$ cat config.mk
export PLATFORM = sky130hd
export DESIGN_NAME = alu_shifter_pipe
export DESIGN_NICKNAME = d
export VERILOG_FILES = /design/src/rtl/alu_shifter_pipe.sv
export SDC_FILE = /design/constraint.sdc
export NUM_CORES = 1
export LEC_CHECK = 0
export BUFFER_PORTS_ARGS = -buffer_cell sky130_fd_sc_hd__buf_2
export CAP_MARGIN = 20
export CELL_PAD_IN_SITES_DETAIL_PLACEMENT = 2
export CELL_PAD_IN_SITES_GLOBAL_PLACEMENT = 2
export CORE_ASPECT_RATIO = 1.4
export CORE_UTILIZATION = 38
export CTS_CLUSTER_SIZE = 12
export DETAILED_ROUTE_END_ITERATION = 8
export PLACE_DENSITY_LB_ADDON = 0.1
export SLEW_MARGIN = 20
export SYNTH_ARGS = -nofsm -noshare
export SYNTH_HDL_FRONTEND = slang
export SYNTH_SLANG_ARGS = --single-unit
$ cat constraint.sdc
create_clock -name clk -period 2.7 [get_ports clk]
set_input_delay 0.54 -clock clk [delete_from_list [all_inputs] [get_ports clk]]
set_output_delay 0.54 -clock clk [all_outputs]
set_load 0.02 [all_outputs]
$ cat src/rtl/alu_shifter_pipe.sv
// Pipelined log shifter (SLL/SRA/ROR/SRL) with zero/sign/ovfl flags.
// Each stage resolves one shift-amount bit. The whole pipe freezes while the output is stalled.
module alu_shifter_pipe #(
  parameter int WIDTH   = 16,
  parameter int SHAMT_W = $clog2(WIDTH)
) (
  input  logic               clk,
  input  logic               rst,
  input  logic               in_valid,
  output logic               in_ready,
  input  logic [WIDTH-1:0]   a,
  input  logic [SHAMT_W-1:0] b,
  input  logic [1:0]         mode,
  output logic               out_valid,
  input  logic               out_ready,
  output logic [WIDTH-1:0]   result,
  output logic               zero,
  output logic               sign,
  output logic               ovfl
);
  localparam int L = SHAMT_W - 1;

  function automatic logic [WIDTH-1:0] shift_by(input logic [WIDTH-1:0] d,
                                                input logic [1:0] m,
                                                input int unsigned sh);
    case (m)
      2'b00:   return d << sh;
      2'b01:   return $signed(d) >>> sh;
      2'b10:   return (d >> sh) | (d << (WIDTH - sh));
      default: return d >> sh;
    endcase
  endfunction

  // SLL overflows when any of the top sh+1 bits of the operand differs from its sign bit
  function automatic logic sll_ovfl(input logic [WIDTH-1:0] d, input logic [SHAMT_W-1:0] sh);
    logic o;
    o = 1'b0;
    for (int i = 0; i < WIDTH; i++)
      if (i >= WIDTH - 1 - int'(sh) && d[i] != d[WIDTH-1]) o = 1'b1;
    return o;
  endfunction

  logic stall, en;

  logic [SHAMT_W-1:0]                  s_vld;
  logic [SHAMT_W-1:0][WIDTH-1:0]       s_data, s_a, shifted;
  logic [SHAMT_W-1:0][SHAMT_W-1:0]     s_b;
  logic [SHAMT_W-1:0][1:0]             s_mode;

  logic [SHAMT_W-1:0]                  vld_pipe;
  logic [SHAMT_W-1:0][WIDTH-1:0]       data_q;
  logic [L-1:0][WIDTH-1:0]             a_q;
  logic [L-1:0][SHAMT_W-1:0]           b_q;
  logic [L-1:0][1:0]                   mode_q;

  assign stall     = vld_pipe[L] & ~out_ready;
  assign en        = ~stall;
  assign in_ready  = ~stall;
  assign out_valid = vld_pipe[L];
  assign result    = data_q[L];

  assign s_vld[0]  = in_valid;
  assign s_data[0] = a;
  assign s_a[0]    = a;
  assign s_b[0]    = b;
  assign s_mode[0] = mode;

  for (genvar k = 0; k < SHAMT_W; k++) begin : g_stage
    localparam int unsigned SH = 1 << k;

    assign shifted[k] = s_b[k][k] ? shift_by(s_data[k], s_mode[k], SH) : s_data[k];

    // Data only loads on valid beats so the output stays at 0 after reset until real data arrives
    always_ff @(posedge clk) begin
      if (rst) begin
        vld_pipe[k] <= 1'b0;
        data_q[k]   <= '0;
      end else if (en) begin
        vld_pipe[k] <= s_vld[k];
        if (s_vld[k]) data_q[k] <= shifted[k];
      end
    end

    if (k < L) begin : g_fwd
      assign s_vld[k+1]  = vld_pipe[k];
      assign s_data[k+1] = data_q[k];
      assign s_a[k+1]    = a_q[k];
      assign s_b[k+1]    = b_q[k];
      assign s_mode[k+1] = mode_q[k];

      always_ff @(posedge clk) begin
        if (rst) begin
          a_q[k]    <= '0;
          b_q[k]    <= '0;
          mode_q[k] <= '0;
        end else if (en && s_vld[k]) begin
          a_q[k]    <= s_a[k];
          b_q[k]    <= s_b[k];
          mode_q[k] <= s_mode[k];
        end
      end
    end else begin : g_flags
      always_ff @(posedge clk) begin
        if (rst) begin
          zero <= 1'b0;
          sign <= 1'b0;
          ovfl <= 1'b0;
        end else if (en && s_vld[k]) begin
          zero <= (shifted[k] == '0);
          sign <= shifted[k][WIDTH-1];
          ovfl <= (s_mode[k] == 2'b00) && sll_ovfl(s_a[k], s_b[k]);
        end
      end
    end
  end

endmodule

==> results.txt, run 1 <==
Vias in the first global route: 6331
RR Endpoint: zero
Nets: 879
Core area: 0.0168 sq mm
GR Util met2: 0.441
Final Setup Violations: 0
GR peak layer: met2
Dominant cell type by area after synthesis: dfxtp_1
First-pass GRT wire length: 33300 um
Hold Worst Slack: 0.364 ns
Post-CTS Resized: 0
Die footprint: 0.0177 sq mm
Gr ovfl total: 0
Post-Syn Area per Cell: 7.50 sq um
CP max FO: 18
Final hold vios: 0
Port bufs: 46
Initial antenna violation count: 1
Diode count: 0
Site Rows: 56
Buf/Inv on CP: 0
LEAKAGE: 2.52 nW
Register-to-Register Setup Slack: 0.54 ns
P&R area growth vs syn: 10.9%
GP Congestion: 0.818
Gr usage total: 0.239
Status: completed
Seq/Total Area, Yosys: 0.417
Largest net degree at the start of global routing: 118
Top-area cell type share of the netlist area: 0.417
Hold-critical path depth: 3
Slew headroom: 0.320
DRT antenna net count: 0
Ys async rst share: 0
Worst hold start: b[2]
Setup CP Type: register to register
Startpoint Class: register
Synth Flop Type: dfxtp_1
Max Buffers Root-to-Sink: 2
Detailed-route DRC error count: 0
Worst-path clk slew: 0.06 ns
CTS tree: built
Tot Pwr: 4.93 mW
Hold Path Class: input pin to register
Reg power frac: 0.438
Initial DRC Count: 228
Fillcell total: 1958
WP data arrival: 2.47 ns
Max frequency: 464 MHz
Share of post-route cells with drive strength above 1: 0.111
Post-Route WL: 20300 um
Crit path largest cell delay: 0.70 ns
R2R depth: 4
Int Power: 3.71 mW
RSZ-0062 raised after global routing: false
Worst skew pair latency: 0.42 ns
Synth Cell Area: 0.00653 sq mm
Crit end category: register
Vias per cell: 5.60
Initial Util: 0.388
Clock skew: 0.00747 ns
Yosys warning count: 0
Hold endpoint: b_q[2]
Fin crit period: 2.16 ns
Die width: 113 um
Met3 Use GR: 0.0397
Peak VDD IR: 0.000283 V
Logic pwr share: 0.076
Slew @ Worst Pin: 1.02 ns
Synth area leaders: dfxtp_1, nand2_1, a21oi_1, nor2_1, a311o_1
H-tree levels: 4
Period utilization: 0.798
Maximum Capacitance Violations: 0
Max Slew Vio Count: 0
Sw Ratio: 0.248
Gate Count Post-Synth: 871
CP Cell Sequence: nand3b_1 > a31oi_1 > nor4_1 > a32o_1
Crit path max-delay cell type: dfxtp_1
DR pass1 iterations: 4
Root Buffer: clkbuf_16
Critical R2R Launch: mode_q[4]
Post-CTS Setup Repair Bufs: 0
Setup TNS: 0 ns
Met1 usage: 0.273
CTS sink count: 136
Critical Path RT: 3.01 ns
Post-synth EDFFs: 0
Delay-heaviest family, CP: compound AO/OA/AOI/OAI gates
Power per Cell Area: 681 mW/mm^2
Num ports: 47
Via count: 5983
DR WL/cell: 19.0 um
Post-Syn Nets: 897
Die H: 157 um
Detail Placement HPWL: 14100 um
Synth cell types: 49
Cts hold-fix bufs: 0
TritonCTS Buffers: 17
Clock power share: 0.486
Switching power total: 1.22 mW
FF+latch count, synth: 136
==> layer usage <==
layer / vias to the layer above / share of wire
met4: 2 / 0.023
met5: - / 0.00064
li1: 2945 / -
met2: 97 / 0.53
met3: 34 / 0.021
met1: 2905 / 0.43
==> logic make-up after synthesis <==
kind of cell,count (synthesis),share of synthesized area
multiplexers,13,0.0201
XOR/XNOR,4,0.00537
buffers and inverters,103,0.0782
flip-flops,136,0.417
AND/OR/NAND/NOR,371,0.243
AO/OA/AOI/OAI,244,0.237
==> power by group through the flow <==
stage	registers [mW]	logic [mW]	clock network, mW
global route	2.17	0.417	2.52
finish	2.16	0.374	2.39
CTS	2.16	0.380	2.44
global placement	2.20	0.355	0
floorplan	2.16	0.291	0
detailed placement	2.20	0.375	0
==> layout by cell type, fill, tap and decap left out, drive strengths merged, types with 2 or more instances in the layout <==
| master | synthesis | routed |
|---|---|---|
| o211a | 4 | 4 |
| nor3 | 13 | 13 |
| nor2b | 11 | 11 |
| buf | 53 | 57 |
| o21bai | 3 | 3 |
| clkinvlp | 0 | 3 |
| a21oi | 115 | 115 |
| dfxtp | 136 | 136 |
| a221oi | 4 | 4 |
| and2 | 7 | 7 |
| clkbuf | 41 | 21 |
| nor2 | 73 | 73 |
| and4 | 3 | 3 |
| o211ai | 4 | 4 |
| nor4 | 5 | 5 |
| a211oi | 11 | 11 |
| inv | 9 | 11 |
| nand3b | 9 | 9 |
| o22ai | 4 | 4 |
| or2 | 2 | 2 |
| clkinv | 0 | 3 |
| o21ai | 37 | 37 |
| nand2 | 232 | 232 |
| xnor2 | 4 | 4 |
| mux2i | 12 | 12 |
| a311o | 26 | 26 |
| a311oi | 9 | 9 |
| nand2b | 9 | 9 |
| a211o | 7 | 7 |
| a32oi | 2 | 2 |
| bufinv | 0 | 3 |
| a31oi | 14 | 14 |
==> per-stage QoR <==
| stage | setup WS [ns] | instances | area (sq um) | util |
|---|---|---|---|---|
| after global routing | 0.553 | 1069 | 7240 | 0.431 |
| after CTS | 0.606 | 1069 | 7240 | 0.431 |
| after global placement | 0.584 | 1037 | 6630 | 0.394 |
| final | 0.545 | 1069 | 7240 | 0.431 |
| after floorplan | 1.10 | 871 | 6530 | - |
| after detailed placement | 0.463 | 1037 | 6630 | 0.394 |
==> sequential cells by signal (all words and copies together), names as in the netlist <==
register   cells
ovfl           1
zero           1
b_q           12
mode_q         6
s_vld          3
a_q           48
out_valid      1
data_q        48
result        16
==> layout make-up <==
class | count | area [sq um] | area share
inverters | 9 | 33.8 | 0.00467
multi-input cells | 632 | 3300 | 0.455
well taps | 203 | 254 | 0.0351
flip-flops and latches | 136 | 2720 | 0.376
clock buffers | 21 | 460 | 0.0636
clock inverters | 11 | 145 | 0.0200
repair buffers | 57 | 328 | 0.0453
==> synthesized netlist by cell type (2+ instances only) <==
master	count
buf_6	2
a31oi_1	14
o22ai_1	4
nor2b_1	10
o21bai_1	3
nor2_2	2
a221oi_1	4
inv_2	2
nand2_1	230
a211o_1	7
and4_1	3
nand2_2	2
a32oi_1	2
a21oi_1	115
nand2b_1	9
a311oi_1	9
buf_2	27
or2_1	2
clkbuf_1	41
o21ai_0	37
mux2i_1	12
o211ai_1	4
nand3b_1	9
dfxtp_1	136
buf_1	4
nor2_1	71
buf_4	20
a311o_1	26
xnor2_1	4
a211oi_1	11
o211a_1	4
nor3_1	13
inv_1	7
nor4_1	5
and2_1	6
==> tightest hold or removal path, cell delays in order <==
cell	delay, ns
buf_2	0.10
nand2_1	0.05
a21oi_1	0.05
==> how the worst max path moves through the flow <==
| stage | slack, ns | end | from | cells past startpoint |
|---|---|---|---|---|
| detailed placement | 0.46 | a_q[1] | out_ready | 7 |
| CTS | 0.61 | zero | mode_q[4] | 4 |
| global placement | 0.58 | a_q[6] | out_ready | 7 |
| finish | 0.54 | zero | mode_q[4] | 4 |
| floorplan | 1.10 | data_q[10] | mode[0] | 6 |
| global route | 0.55 | zero | mode_q[4] | 4 |
No activity file was read; power rests on OpenSTA's default activity.
==> run 2, diff against run 1 <==
--- a/config.mk
+++ b/config.mk
@@ -10,7 +10,7 @@
 export CELL_PAD_IN_SITES_DETAIL_PLACEMENT = 2
 export CELL_PAD_IN_SITES_GLOBAL_PLACEMENT = 2
 export CORE_ASPECT_RATIO = 1.4
-export CORE_UTILIZATION = 38
+export CORE_UTILIZATION = 35
 export CTS_CLUSTER_SIZE = 12
 export DETAILED_ROUTE_END_ITERATION = 8
 export PLACE_DENSITY_LB_ADDON = 0.1
==> constraint.sdc (replaced) <==
create_clock -name clk -period 2.2 [get_ports clk]
set_input_delay 0.44 -clock clk [delete_from_list [all_inputs] [get_ports clk]]
set_output_delay 0.44 -clock clk [all_outputs]
set_load 0.02 [all_outputs]
==> run 2 against run 1 <==
Die area grew 8.4%. Worst hold slack lost 0.094 ns. Combinational power grew 31%.
==> results.txt, run 2 (same netlist as run 1, synthesis figures left out) <==
Hold endpoint: b_q[2] (unchanged)
Final Setup Violations: 0 (unchanged)
Slew headroom: 0.463 (was 0.320)
Site Rows: 58 (was 56)
Startpoint Class: register (unchanged)
CTS tree: built (unchanged)
Via count: 6064 (was 5983)
Most frequent cells in the layout: nand2_1, dfxtp_1, a21oi_1, nor2_1, buf_2 (unchanged)
Die H: 164 um (was 157 um)
Gr usage total: 0.221 (was 0.239)
CTS sink count: 136 (unchanged)
Sw Ratio: 0.242 (was 0.248)
Clock skew: 0.00975 ns (was 0.00747 ns)
Status: completed (unchanged)
H-tree levels: 4 (unchanged)
P&R area growth vs syn: 12.9% (was 10.9%)
R2R depth: 4 (unchanged)
Cts hold-fix bufs: 0 (unchanged)
Num ports: 47 (unchanged)
GP Congestion: 0.843 (was 0.818)
Post-CTS Resized: 0 (unchanged)
RSZ-0062 raised after global routing: false (unchanged)
Post-place setup slack: 0.343 ns (was 0.463 ns)
Maximum Capacitance Violations: 0 (unchanged)
Worst hold start: b[2] (unchanged)
Setup CP Type: register to output pin (was register to register)
Most common cell after layout, fill and taps aside: nand2_1 (unchanged)
Clock power share: 0.479 (was 0.486)
Post-Route WL: 20200 um (was 20300 um)
Die width: 117 um (was 113 um)
Vias per cell: 5.43 (was 5.60)
Power per Cell Area: 813 mW/mm^2 (was 681 mW/mm^2)
Share of post-route cells with drive strength above 1: 0.121 (was 0.111)
Register-to-Register Setup Slack: 0.32 ns (was 0.54 ns)
Largest net degree at the start of global routing: 136 (was 118)
Detail Placement HPWL: 14400 um (was 14100 um)
Max Slew Vio Count: 0 (unchanged)
Detailed-route DRC error count: 0 (unchanged)
Die footprint: 0.0192 sq mm (was 0.0177 sq mm)
Diode count: 0 (unchanged)
Non-filler cells, final: 1117 (was 1069)
Nets: 891 (was 879)
Worst-path clk slew: 0.06 ns (about the same)
DR pass1 iterations: 4 (unchanged)
Max Buffers Root-to-Sink: 2 (unchanged)
Tot Pwr: 5.99 mW (was 4.93 mW)
Gr ovfl total: 0 (unchanged)
CP max FO: 7 (was 18)
Hold Path Class: input pin to register (unchanged)
DR WL/cell: 18.1 um (was 19.0 um)
RR Endpoint: zero (unchanged)
Crit path from: out_valid (was mode_q[4])
DP Area: 0.00678 sq mm (was 0.00663 sq mm)
Hold-critical path depth: 3 (unchanged)
TritonCTS Buffers: 17 (unchanged)
Max frequency: 525 MHz
Initial DRC Count: 218 (was 228)
Initial Util: 0.360 (was 0.388)
Switching power total: 1.45 mW (was 1.22 mW)
Inst Count DP: 1086 (was 1037)
Crit end category: output pin (was register)
Logic pwr share: 0.082 (was 0.076)
Reg power frac: 0.440 (was 0.438)
DRT antenna net count: 0 (unchanged)
Worst skew pair latency: 0.43 ns (was 0.42 ns)
Int Power: 4.54 mW (was 3.71 mW)
Port bufs: 46 (unchanged)
Post-CTS Setup Repair Bufs: 0 (unchanged)
Core area: 0.0181 sq mm (was 0.0168 sq mm)
LEAKAGE: 2.59 nW (was 2.52 nW)
Root Buffer: clkbuf_16 (unchanged)
WP data arrival: 1.46 ns (was 2.47 ns)
Final hold vios: 0 (unchanged)
Period utilization: 0.865
Critical R2R Launch: mode_q[5] (was mode_q[4])
Fillcell total: 2124 (was 1958)
Final Cell Area: 0.00737 sq mm (was 0.00724 sq mm)
Hold Worst Slack: 0.270 ns (was 0.364 ns)
First-pass GRT wire length: 33500 um (was 33300 um)
Setup TNS: 0 ns (unchanged)
Initial antenna violation count: 0 (was 1)
Peak VDD IR: 0.000406 V (was 0.000283 V)
Post-route worst setup slack: 0.296 ns (was 0.545 ns)
Critical Path RT: 1.76 ns (was 3.01 ns)
Fin crit period: 1.90 ns
Final Util: 0.406 (was 0.431)
Slew @ Worst Pin: 0.805 ns (was 1.02 ns)
Vias in the first global route: 6481 (was 6331)
## run 2: cell types whose count changed in the layout (fill, tap and decap cells not counted), sizes merged
| cell | delta |
|---|---|
| buf | +12 |
| clkbuf | +1 |
| clkinv | +3 |
| clkinvlp | -3 |
| inv | -2 |
## run 2: cell type report
type	count	area, sq um	area share
repair buffers	69	430	0.0584
multi-input cells	632	3300	0.447
clock inverters	9	124	0.0168
clock buffers	22	464	0.0630
well taps	240	300	0.0407
flip-flops and latches	136	2720	0.369
inverters	9	33.8	0.00458
## run 2: worst max-delay path by stage
stage | slack [ns] | cells past startpoint | to
2_1_floorplan | 0.63 | 7 | data_q[10]
3_3_place_gp | 0.44 | 7 | data_q[11]
3_5_place_dp | 0.34 | 8 | data_q[29]
4_1_cts | 0.28 | 4 | in_ready
5_1_grt | 0.23 | 4 | in_ready
6_report | 0.30 | 4 | in_ready
## run 2: metal layers
metal  vias up  track usage  routed length, um
met3        36       0.0370                455
met4         0        0.112                647
met2        89        0.408              10600
met1      2958        0.243               8530
met5         -            0                  0
li1       2981            -                  -
## run 2: power groups by stage
stage / Sequential (mW) / Combinational [mW] / Clock [mW]
finish: 2.63 / 0.489 / 2.87
global route: 2.65 / 0.545 / 3.03
CTS: 2.64 / 0.496 / 2.94
detailed placement: 2.69 / 0.491 / 0
global placement: 2.68 / 0.470 / 0
floorplan: 2.65 / 0.357 / 0
## run 2: critical path, stage by stage, from the launching register on
cell	delay, ns
dfxtp_1	0.33
nor2b_4	0.24
inv_2	0.12
buf_4	0.18
buf_2	0.16
==> run 3, diff against run 2 <==
--- a/config.mk
+++ b/config.mk
@@ -7,13 +7,11 @@
 export LEC_CHECK = 0
 export BUFFER_PORTS_ARGS = -buffer_cell sky130_fd_sc_hd__buf_2
 export CAP_MARGIN = 20
-export CELL_PAD_IN_SITES_DETAIL_PLACEMENT = 2
-export CELL_PAD_IN_SITES_GLOBAL_PLACEMENT = 2
 export CORE_ASPECT_RATIO = 1.4
-export CORE_UTILIZATION = 35
+export CORE_UTILIZATION = 50
 export CTS_CLUSTER_SIZE = 12
 export DETAILED_ROUTE_END_ITERATION = 8
-export PLACE_DENSITY_LB_ADDON = 0.1
+export PLACE_DENSITY = 0.68
 export SLEW_MARGIN = 20
 export SYNTH_ARGS = -nofsm -noshare
 export SYNTH_HDL_FRONTEND = slang
==> run 3 against run 2 <==
Worst hold slack about the same. Largest power group unchanged. Clock power rose by 2%. Critical endpoint is now zero. Clock-buffer cell count down 1. Global-route usage rose by 1.1 points. Maximum frequency is 8.3% higher. Core utilization rose by 16 points. Critical path type is now register to register. Sequential share of layout area rose by 0.53 points. Routed wire length down 26%.
==> results.txt, run 3 (same netlist as run 1, synthesis figures left out) <==
Tot Pwr: 6.03 mW (was 5.99 mW)
Core area: 0.0128 sq mm (was 0.0181 sq mm)
Critical Path RT: 2.50 ns (was 1.76 ns)
Site Rows: 49 (was 58)
LEAKAGE: 2.57 nW (was 2.59 nW)
Nets: 885 (was 891)
Die footprint: 0.0135 sq mm (was 0.0192 sq mm)
CP Cell Sequence: nand3b_1 > a31oi_1 > nor4_1 > a32o_1 (was nor2b_4 > inv_2 > buf_4 > buf_2)
Gr usage total: 0.232 (was 0.221)
Most common cell after layout, fill and taps aside: nand2_1 (unchanged)
Inst Count DP: 993 (was 1086)
Status: completed (unchanged)
DR pass1 iterations: 7 (was 4)
Die H: 137 um (was 164 um)
Initial Util: 0.510 (was 0.360)
Detailed-route DRC error count: 0 (unchanged)
Hold Path Class: input pin to register (unchanged)
CTS sink count: 136 (unchanged)
DR WL/cell: 14.6 um (was 18.1 um)
Slew headroom: 0.486 (was 0.463)
Initial DRC Count: 303 (was 218)
Startpoint Class: register (unchanged)
RSZ-0062 raised after global routing: false (unchanged)
CP max FO: 18 (was 7)
Initial antenna violation count: 0 (unchanged)
TritonCTS Buffers: 17 (unchanged)
Final Setup Violations: 0 (unchanged)
First-pass GRT wire length: 25100 um (was 33500 um)
Period utilization: 0.799 (was 0.865)
Crit path max-delay cell type: dfxtp_1 (unchanged)
H-tree levels: 4 (unchanged)
Gr ovfl total: 0 (unchanged)
Worst-path clk slew: 0.06 ns (about the same)
Num ports: 47 (unchanged)
P&R area growth vs syn: 11.3% (was 12.9%)
Root Buffer: clkbuf_16 (unchanged)
Detail Placement HPWL: 10600 um (was 14400 um)
Vias per cell: 5.67 (was 5.43)
Setup CP Type: register to register (was register to output pin)
Worst skew pair latency: 0.41 ns (was 0.43 ns)
Largest net degree at the start of global routing: 100 (was 136)
Post-Route WL: 15000 um (was 20200 um)
Vias in the first global route: 5225 (was 6481)
Max Buffers Root-to-Sink: 2 (unchanged)
Post-route worst setup slack: 0.442 ns (was 0.296 ns)
Post-CTS Resized: 0 (unchanged)
DRT antenna net count: 0 (unchanged)
WP data arrival: 2.06 ns (was 1.46 ns)
Peak VDD IR: 0.000473 V (was 0.000406 V)
Port bufs: 46 (unchanged)
Cts hold-fix bufs: 0 (unchanged)
Maximum Capacitance Violations: 0 (unchanged)
Final Util: 0.567 (was 0.406)
Via count: 5808 (was 6064)
Fin crit period: 1.76 ns (was 1.90 ns)
Max Slew Vio Count: 0 (unchanged)
Post-place setup slack: 0.320 ns (was 0.343 ns)
Non-filler cells, final: 1025 (was 1117)
Max frequency: 569 MHz (was 525 MHz)
Diode count: 0 (unchanged)
Post-CTS Setup Repair Bufs: 0 (unchanged)
Slew @ Worst Pin: 0.771 ns (was 0.805 ns)
Power per Cell Area: 829 mW/mm^2 (was 813 mW/mm^2)
Most frequent cells in the layout: nand2_1, dfxtp_1, a21oi_1, nor2_1, buf_2 (unchanged)
Final hold vios: 0 (unchanged)
Setup TNS: 0 ns (unchanged)
Crit path largest cell delay: 0.60 ns (was 0.33 ns)
Die width: 98.6 um (was 117 um)
Share of post-route cells with drive strength above 1: 0.119 (was 0.121)
GP Congestion: 0.826 (was 0.843)
CTS tree: built (unchanged)
Clock skew: 0.00798 ns (was 0.00975 ns)
Crit end category: register (was output pin)
[run 3: changes by cell type in the layout (fill, tap and decap cells not counted), sizes merged]
| cell | before | now |
|---|---|---|
| buf | 69 | 63 |
| clkinv | 6 | 5 |
| clkinvlp | 0 | 3 |
| clkbuf | 22 | 21 |
[run 3: cell type report]
class | count | area (sq um)
inverters | 9 | 33.8
clock inverters | 11 | 145
multi-input cells | 632 | 3300
flip-flops and latches | 136 | 2720
clock buffers | 21 | 480
repair buffers | 63 | 398
well taps | 153 | 191
fillers | 1178 | 5550
[run 3: metal layers]
metal  share of wire  wire length [um]  track usage  vias up
li1                -                 -            -     2963
met1            0.44              6590        0.280     2665
met2            0.50              7430        0.400      156
met3           0.039               589       0.0487       24
met4           0.024               357       0.0978        0
met5               0                 0            0        -
[run 3: metrics by stage]
step                hold slack, ns  area (sq um)
detailed placement           0.444          6640
CTS                          0.255          7270
floorplan                    0.432          6530
global placement             0.442          6640
finish                       0.270          7270
global route                 0.273          7270
[run 3: critical path: cells and delay by family (launching register included)]
family          cells  cell delay [ns]
compound gates      2             0.63
simple gates        2             0.42
flops               1             0.60
[run 3: final timing paths]
kind              startpoint    endpoint  slack (ns)  cells after the start
setup / recovery   mode_q[4]        zero        0.44                      4
hold / removal          b[1]      b_q[1]        0.27                      3
setup reg to reg   mode_q[4]        zero        0.44                      4
hold reg to reg   result[11]  result[11]        0.45                      2
[run 3: report_power, final]
part           internal (mW)  switching [mW]
clock                   1.90            1.04
combinational          0.166           0.293
sequential              2.55          0.0764
total                   4.61            1.41
